[config.mk]
export PLATFORM = sky130hd
export DESIGN_NAME = pkt_cell_writer
export DESIGN_NICKNAME = d
export VERILOG_FILES = /design/src/rtl/pkt_buf_pkg.sv /design/src/rtl/pkt_cell_writer_keep_popcount.sv /design/src/rtl/pkt_cell_writer.sv
export SDC_FILE = /design/constraint.sdc
export NUM_CORES = 1
export LEC_CHECK = 0
export CORE_AREA = 2 2 475 477
export DETAILED_ROUTE_END_ITERATION = 6
export DIE_AREA = 0 0 477 479
export GPL_TIMING_DRIVEN = 1
export PLACE_DENSITY = 0.3
export SLEW_MARGIN = 30
export SYNTH_ARGS = -nofsm -noshare
export SYNTH_HDL_FRONTEND = slang
export SYNTH_SLANG_ARGS = --single-unit
export TNS_END_PERCENT = 5
[constraint.sdc]
create_clock -name clk -period 11 [get_ports clk]
set_input_delay 1.65 -clock clk [delete_from_list [all_inputs] [get_ports clk]]
set_output_delay 1.65 -clock clk [all_outputs]
set_load 0.005 [all_outputs]
[src/rtl/pkt_buf_pkg.sv]
// Shared types and default sizing for the packet-buffer ingress path.
// Holds the writer FSM state enum, the cell capacity constant and the descriptor record.
package pkt_buf_pkg;

  localparam int PKG_DATA_WIDTH    = 512;
  localparam int PKG_KEEP_WIDTH    = PKG_DATA_WIDTH / 8;
  localparam int PKG_LEN_WIDTH     = 16;
  localparam int PKG_CELL_NUM      = 64;
  localparam int PKG_CELL_ID_WIDTH = $clog2(PKG_CELL_NUM);
  localparam int PKG_CELL_BEATS    = 24;
  localparam int CELL_BYTES        = PKG_CELL_BEATS * PKG_KEEP_WIDTH;

  typedef enum logic [2:0] {
    IDLE,
    WRITE,
    DROP,
    DROP_FREE,
    FREE,
    DESC
  } state_t;

  typedef struct packed {
    logic [PKG_CELL_ID_WIDTH-1:0] cell_id;
    logic [PKG_LEN_WIDTH-1:0]     len;
  } desc_t;

endpackage

[src/rtl/pkt_cell_writer_keep_popcount.sv]
// Combinational byte count of a tkeep vector.
// Counts every set bit, so a non-contiguous mask still yields its true population.
module keep_popcount #(
  parameter int KEEP_WIDTH = 64
) (
  input  logic [KEEP_WIDTH-1:0]       i_keep,
  output logic [$clog2(KEEP_WIDTH):0] o_count
);

  localparam int CNT_W = $clog2(KEEP_WIDTH) + 1;

  always_comb begin
    o_count = '0;
    for (int unsigned i = 0; i < KEEP_WIDTH; i++) begin
      o_count = o_count + CNT_W'(i_keep[i]);
    end
  end

endmodule

[src/rtl/pkt_cell_writer.sv]
// Ingress cell writer: allocates one cell per packet, writes beats to {cell, beat}, emits descriptors.
// Optional macro CELL_WR_INTENSE_DROP_EN: drop new packets instead of requesting when the pool is low.
module pkt_cell_writer
  import pkt_buf_pkg::*;
#(
  parameter int DATA_WIDTH    = PKG_DATA_WIDTH,
  parameter int KEEP_WIDTH    = DATA_WIDTH / 8,
  parameter int LEN_WIDTH     = PKG_LEN_WIDTH,
  parameter int CELL_NUM      = PKG_CELL_NUM,
  parameter int CELL_ID_WIDTH = $clog2(CELL_NUM),
  parameter int CELL_BEATS    = PKG_CELL_BEATS,
  parameter int BEAT_WIDTH    = $clog2(CELL_BEATS)
) (
  input  logic                            clk,
  input  logic                            rst,

  input  logic [DATA_WIDTH-1:0]           s_axis_tdata,
  input  logic [KEEP_WIDTH-1:0]           s_axis_tkeep,
  input  logic                            s_axis_tvalid,
  output logic                            s_axis_tready,
  input  logic                            s_axis_tlast,

  output logic                            alloc_mem_req,
  output logic [LEN_WIDTH-1:0]            alloc_mem_size,
  input  logic [CELL_ID_WIDTH-1:0]        alloc_cell_id,
  input  logic                            alloc_mem_success,
  input  logic                            alloc_mem_intense,

  output logic                            free_mem_req,
  input  logic                            free_mem_ready,
  output logic [LEN_WIDTH-1:0]            free_mem_size,
  output logic [CELL_ID_WIDTH-1:0]        free_cell_id,

  output logic                            mem_wr_en,
  output logic [CELL_ID_WIDTH+BEAT_WIDTH-1:0] mem_wr_addr,
  output logic [DATA_WIDTH-1:0]           mem_wr_data,

  output logic                            m_desc_valid,
  input  logic                            m_desc_ready,
  output logic [CELL_ID_WIDTH-1:0]        m_desc_cell_id,
  output logic [LEN_WIDTH-1:0]            m_desc_len,

  output logic [31:0]                     drop_count
);

  localparam int CNT_W = $clog2(KEEP_WIDTH) + 1;
  // One extra index bit so the "cell full" value CELL_BEATS is representable for any depth.
  localparam int IDX_W = BEAT_WIDTH + 1;
  localparam logic [IDX_W-1:0] FULL_IDX = IDX_W'(CELL_BEATS);

  state_t                   r_state;
  state_t                   w_next;
  logic [CELL_ID_WIDTH-1:0] r_cell;
  logic [IDX_W-1:0]         r_beat;
  logic [LEN_WIDTH-1:0]     r_len;
  logic [31:0]              r_drop;

  logic [CNT_W-1:0]         w_pop;
  logic                     w_intense;
  logic                     w_req;
  logic                     w_grant;
  logic                     w_full;
  logic                     w_drop_inc;

  keep_popcount #(
    .KEEP_WIDTH(KEEP_WIDTH)
  ) u_keep_popcount (
    .i_keep (s_axis_tkeep),
    .o_count(w_pop)
  );

`ifdef CELL_WR_INTENSE_DROP_EN
  assign w_intense = alloc_mem_intense;
`else
  logic w_unused_intense;
  assign w_intense        = 1'b0;
  assign w_unused_intense = alloc_mem_intense;
`endif

  assign w_full     = (r_beat == FULL_IDX);
  assign w_req      = !rst && (r_state == IDLE) && s_axis_tvalid && !w_intense;
  assign w_grant    = w_req && alloc_mem_success;
  assign w_drop_inc = !rst && s_axis_tvalid &&
                      (((r_state == IDLE) && !w_grant) || ((r_state == WRITE) && w_full));

  assign alloc_mem_size = LEN_WIDTH'(CELL_BEATS * KEEP_WIDTH);
  assign mem_wr_data    = s_axis_tdata;
  assign m_desc_cell_id = r_cell;
  assign m_desc_len     = r_len;
  assign free_cell_id   = r_cell;
  assign free_mem_size  = r_len;
  assign drop_count     = r_drop;

  always_ff @(posedge clk) begin
    if (rst) begin
      r_state <= IDLE;
    end else begin
      r_state <= w_next;
    end
  end

  always_comb begin
    w_next = r_state;
    case (r_state)
      IDLE: begin
        if (s_axis_tvalid) begin
          if (w_grant) begin
            w_next = s_axis_tlast ? DESC : WRITE;
          end else begin
            w_next = s_axis_tlast ? IDLE : DROP;
          end
        end
      end
      WRITE: begin
        if (s_axis_tvalid) begin
          if (w_full) begin
            w_next = s_axis_tlast ? FREE : DROP_FREE;
          end else if (s_axis_tlast) begin
            w_next = DESC;
          end
        end
      end
      DROP: begin
        if (s_axis_tvalid && s_axis_tlast) begin
          w_next = IDLE;
        end
      end
      DROP_FREE: begin
        if (s_axis_tvalid && s_axis_tlast) begin
          w_next = FREE;
        end
      end
      FREE: begin
        if (free_mem_ready) begin
          w_next = IDLE;
        end
      end
      DESC: begin
        if (m_desc_ready) begin
          w_next = IDLE;
        end
      end
      default: w_next = IDLE;
    endcase
  end

  // Outputs are forced quiet while rst is high so no beat or request leaks through the reset cycle.
  always_comb begin
    s_axis_tready = 1'b0;
    alloc_mem_req = w_req;
    mem_wr_en     = 1'b0;
    mem_wr_addr   = {r_cell, r_beat[BEAT_WIDTH-1:0]};
    free_mem_req  = 1'b0;
    m_desc_valid  = 1'b0;
    if (!rst) begin
      case (r_state)
        IDLE: begin
          s_axis_tready = s_axis_tvalid;
          mem_wr_en     = w_grant;
          mem_wr_addr   = {alloc_cell_id, {BEAT_WIDTH{1'b0}}};
        end
        WRITE: begin
          s_axis_tready = 1'b1;
          mem_wr_en     = s_axis_tvalid && !w_full;
        end
        DROP, DROP_FREE: begin
          s_axis_tready = 1'b1;
        end
        FREE: begin
          free_mem_req = 1'b1;
        end
        DESC: begin
          m_desc_valid = 1'b1;
        end
        default: ;
      endcase
    end
  end

  always_ff @(posedge clk) begin
    if (rst) begin
      r_cell <= '0;
      r_beat <= '0;
      r_len  <= '0;
    end else begin
      case (r_state)
        IDLE: begin
          if (w_grant) begin
            r_cell <= alloc_cell_id;
            r_beat <= IDX_W'(1);
            r_len  <= LEN_WIDTH'(w_pop);
          end
        end
        WRITE: begin
          if (s_axis_tvalid && !w_full) begin
            r_beat <= r_beat + IDX_W'(1);
            r_len  <= r_len + LEN_WIDTH'(w_pop);
          end
        end
        default: ;
      endcase
    end
  end

  always_ff @(posedge clk) begin
    if (rst) begin
      r_drop <= '0;
    end else if (w_drop_inc && (r_drop != '1)) begin
      r_drop <= r_drop + 32'd1;
    end
  end

endmodule

==> reports/metrics.yaml <==
grt_max_degree: 43
final_layout_size_suffix_gt1_share_pct: 6.650
powerDensity_nw_per_um2: 390.0
clock_latency_ns: 0.37
p_leak_uw: 0.003091
hold_viol_final: 0
cts-resized-gates: 0
setup_viol: 0
clkSinkCount: 63
maxSlewViolCount: 0
synth_top_area_share_pct: 43.04
cts_root_buf: "clkbuf_16"
ys_types: 67
layout.nets: 1479
rsz0062_at_grt: "false"
required_ns: 11.29
synthXorXnorAreaFrac_pct: 1.185
dp_hpwl_um: 109400
cts.path.max_buffers: 2
grt_overflow_total: 0
ys_async_sr_fraction_pct: 0
cp-start-kind: "primary input"
start_util_pct: 4.298
ys_seq_elements: 63
die_x_um: 477
grt_pass1_wl_um: 131000
ys_seq_area_share_pct: 13.12
area_growth_pct: 17.09
setup-tns-final_ns: 0
postCtsSetupBuffers: 0
ys.flop_type: "dfxtp_1"
syn_area_per_cell_um2: 8.172
clock_skew_ns: 0.01040
period_share_pct: 85.57
clkTransAtPathRegs_ns: 0.06
period_needed_ns: 9.412
synth_edf_count: 0
ys.warnings.count: 0
synth_top_cell_by_area: "buf_4"
num_rows: 174
placed_area_um2: 10930
cap_viol_max_count: 0
cts.htree.levels: 3
viasPerCell: 1.650
port_buffers: 168
worst_pin_slew_ns: 0.9047
wire_per_inst_um: 30.39
status: "complete, no violations"
dr_total_vias: 6277
irDropWorstVdd_v: 0.0004023
grt_pass1_vias: 6388
die_area_um2: 228500
cts_tree: "yes"
syn_inst: 1176
first_pass_iters: 4
synth_top_family_by_area: "buffers and inverters"
cp-end-kind: "register"
fp.dieH_um: 479
synth_compound_area_share_pct: 9.126
synth.area.top_cells: "buf_4 43%, dfxtp_1 13%, fa_1 11%"
critPathMaxFanout: 4
antenna_found_initial: 9
drc: 0
drt_iter0_drc: 243
nFillCells: 26480
hold_path.class: "register to register"
critical_path_arrival_ns: 9.71
hold_buffers: 0
slew_headroom_pct: 39.54
core_um2: 223600
synthAdderAreaFrac_pct: 14.97
ant_nets: 0
syn_area_um2: 9610
criticalPathCategory: "primary input to register"
routed_wl_um: 115700
cts_inserted_buffers: 9
ys_top_cells_by_count: "551 x buf_4, 102 x inv_1, 63 x dfxtp_1"
max_freq_mhz: 106.2
postLayoutCellArea_um2: 11250
synth-simple-area-share_pct: 11.43
ioPinCount: 1210
gp_congestion: 0.7144
yosysMostFrequentCell: "buf_4"
synthMuxAreaShare_pct: 2.005
track_usage_pct: 9.774
## worst paths after layout
check	from	end	slack [ns]	cells past startpoint
setup / recovery	s_axis_tkeep[36]	free_mem_size[7]	1.59	22
hold / removal	free_cell_id[1]	free_cell_id[1]	0.50	2
setup reg to reg	r_state[0]	drop_count[7]	7.97	5
hold reg to reg	free_cell_id[1]	free_cell_id[1]	0.50	2
## sequential cells by signal, summed over array words and instances (netlist names)
signal and cells:
r_state 3, r_beat 6, drop_count 32, free_cell_id 6
free_mem_size 16
## area by class of cell
| type | instances | area (um^2) | share of cell area, % |
|---|---|---|---|
| Clock buffer | 11 | 242.7 | 2.157 |
| Inverter | 102 | 382.9 | 3.402 |
| Multi-Input combinational cell | 454 | 3819 | 33.93 |
| Timing Repair Buffer | 177 | 1744 | 15.50 |
| Tap cell | 2992 | 3744 | 33.27 |
| Sequential cell | 63 | 1261 | 11.21 |
| Clock inverter | 5 | 57.56 | 0.5115 |
| Antenna cell | 1 | 2.502 | 0.02224 |
## through the flow
| stage | total power, uW | instances | worst slack (ns) | hold slack (ns) | util (%) |
|---|---|---|---|---|---|
| final | 4389 | 3805 | 1.588 | 0.4999 | 5.033 |
| after global routing | 5071 | 3805 | 1.048 | 0.5168 | 5.033 |
| after CTS | 4671 | 3804 | 1.291 | 0.5015 | 5.024 |
| after detailed placement | 4328 | 3788 | 0.8960 | 0.4924 | 4.890 |
| after global placement | 4309 | 3788 | 0.9128 | 0.4733 | 4.887 |
| after floorplan | 3160 | 1190 | 2.592 | 0.4618 | - |
## kinds of logic (layout without fill, tap and decap cells)
| group | after synthesis | after routing |
|---|---|---|
| other | 2 | 17 |
| XOR/XNOR | 13 | 13 |
| adder cells (fa/ha/maj) | 82 | 82 |
| buffers and inverters | 673 | 295 |
| AO/OA/AOI/OAI | 129 | 129 |
| flip-flops | 63 | 63 |
| AND/OR/NAND/NOR | 196 | 196 |
| multiplexers | 18 | 18 |
## report_power, final
| group | internal (uW) | switching (uW) | total, uW | leakage (uW) |
|---|---|---|---|---|
| clock | 181 | 132 | 314 | 0.000138 |
| sequential | 239 | 28.9 | 268 | 0.000509 |
| combinational | 1610 | 2200 | 3810 | 0.00244 |
## critical path, stage by stage
cell and delay [ns]:
clkdlybuf4s50_1 0.46, inv_1 0.06, fa_1 0.54, inv_1 0.06, fa_1 0.56, inv_1 0.08, fa_1 0.50, fa_1 0.49
fa_1 0.87, fa_1 0.53, fa_1 0.51, fa_1 0.43, fa_1 0.57, fa_1 0.48, xnor2_1 0.18, ha_1 0.36
o21ai_0 0.09, o21bai_1 0.31, a2111oi_0 0.17, buf_4 0.17, or4_1 0.46, a21oi_1 0.14
## routing by layer
metal  up-vias  routed length, um  GRT usage (%)
li1       2520                  -              -
met1      2688              17720          4.288
met2       842              50130          14.90
met3       221              44110          17.46
met4         6               3507          2.880
met5         -                189         0.7457
## cell usage in the layout, fill, tap and decap left out, drive strengths merged, types with 12 or more instances in the layout
cell type / Yosys / layout
clkdlybuf4s50: 0 / 167
inv: 102 / 102
dfxtp: 63 / 63
fa: 55 / 55
nand2: 49 / 49
a21oi: 41 / 41
nor2: 31 / 31
ha: 27 / 27
nand3: 21 / 21
o21ai: 17 / 17
conb: 2 / 16
o31ai: 13 / 13
or4: 13 / 13
nor4: 12 / 12
Note: power is estimated with default switching activity, not from simulation.
==> variant (same flow settings) <==
Add a define of `CELL_WR_INTENSE_DROP_EN`.
--- a/src/rtl/pkt_cell_writer.sv
+++ b/src/rtl/pkt_cell_writer.sv
@@ -1,4 +1,6 @@
 // Ingress cell writer: allocates one cell per packet, writes beats to {cell, beat}, emits descriptors.
 // Optional macro CELL_WR_INTENSE_DROP_EN: drop new packets instead of requesting when the pool is low.
+`define CELL_WR_INTENSE_DROP_EN
+
 module pkt_cell_writer
   import pkt_buf_pkg::*;
Function: changed (a bounded check fails within 4 cycles, from zero or initial values and one cycle with rst high).
==> variant against the original RTL <==
  * Non-clock buffer count rose by 1
  * Critical path depth increased by 1
  * Final area fell by 0.59%
  * Count of clock-buffer cells in the layout is 1 lower
  * Final cell count increased by 0.18%
  * Sequential cell count stayed put
  * Highest routed layer unchanged
  * Synthesized area fell by 0.33%
  * Setup slack gained 0.36 ns
  * Routed wire length fell by 17%
  * Register-to-register slack worse by 0.09 ns
  * Total power is 18% lower
  * Hold slack got worse by 0.0029 ns
  * Combinational power is 20% lower
  * Sequential share of layout area is 0.066 points higher
==> variant: results (changes against the original RTL) <==
----------------------------------------------------
[Final layout]
  Clk_buf instances ... 10 (was 11)
  Data buffer area share ... 0.157 (was 0.155)
  Number of inverters outside the clock class in the layout ... 103 (was 102)
  Final Net Count ... 1486 (was 1479)
  Total number of multi-input combinational cells ... 459 (was 454)
  Clk tree area frac ... 0.0259 (was 0.0267)

[Routing]
  Vias after detailed routing ... 6252 (was 6277)
  Final wirelength ... 96.5 mm (was 116 mm)
  Number of violations reported at the end of detailed-routing iteration 0 ... 319 (was 243)
  Wire length per cell after detailed routing ... 25.3 µm (was 30.4 µm)

[Critical path]
  Critical-path maximum fanout ... 9 (was 4)
  Arrival time at the worst endpoint ... 9.38 ns (was 9.71 ns)

[Timing]
  Layout Skew ... 0.0262 ns (was 0.0104 ns)

[Global routing]
  Pin count of the biggest net entering global routing ... 48 (was 43)
  First-pass GRT wire length ... 111 mm (was 131 mm)
  Initial antenna violation count ... 8 (was 9)

[Yosys]
  Ranking of synthesized cells by instance count ... 550 x sky130_fd_sc_hd__buf_4, 103 x sky130_fd_sc_hd__inv_1, 63 x sky130_fd_sc_hd__dfxtp_1 (was 551 x sky130_fd_sc_hd__buf_4, 102 x sky130_fd_sc_hd__inv_1, 63 x sky130_fd_sc_hd__dfxtp_1)
  Xor/xnor share of the synthesized area ... 0.0101 (was 0.0118)
  Post-synthesis cell type count ... 63 (was 67)
  Share of the yosys chip area belonging to registers ... 0.132 (was 0.131)
  Compound-gate portion of the synthesized area ... 0.0728 (was 0.0913)
  Area contributors post-synth ... sky130_fd_sc_hd__buf_4 43%, sky130_fd_sc_hd__dfxtp_1 13%, sky130_fd_sc_hd__fa_1 11%, sky130_fd_sc_hd__inv_1 4.0%, sky130_fd_sc_hd__ha_1 3.5% (unchanged)

[Outcome]
  Status ... complete, no violations (unchanged)

[Placed design]
  Detailed-placement wirelength estimate ... 89.5 mm (was 109 mm)
  Cell Area, Placed ... 0.0109 mm² (about the same)
  Number of input and output port buffers inserted ... 169 (was 168)

[Clock tree]
  Source-to-sink clock delay at the later pin of the worst-skew pair ... 0.41 ns (was 0.37 ns)

[Power]
  Highest ir drop seen on vdd ... 0.538 mV (was 0.402 mV)
  Leakage power summed over all cells ... 3.20 nW (was 3.09 nW)

----------------------------------------------------
[variant: path summary, 6_finish.rpt]
path | start | end | slack [ns] | cells past startpoint
hold reg to reg | r_beat[1]$_SDFFE_PP0P_ | r_beat[1]$_SDFFE_PP0P_ | 0.50 | 2
hold / removal | r_beat[1]$_SDFFE_PP0P_ | r_beat[1]$_SDFFE_PP0P_ | 0.50 | 2
setup / recovery | s_axis_tkeep[0] | free_mem_size[11]$_SDFFE_PP0P_ | 1.94 | 23
setup reg to reg | drop_count[6]$_SDFFE_PP0P_ | drop_count[31]$_SDFFE_PP0P_ | 7.88 | 5
[variant: where the power goes]
part,switching (mW),internal [mW],total [mW]
clock network,0.160,0.175,0.335
registers,0.00952,0.233,0.242
logic,1.73,1.32,3.04
[variant: metal layers]
metal / track usage / vias to the layer above / share of wire
li1: - / 2492 / -
met1: 0.0358 / 2620 / 0.16
met2: 0.117 / 828 / 0.41
met3: 0.143 / 302 / 0.38
met4: 0.0406 / 10 / 0.052
met5: 0.0197 / - / 0.0066
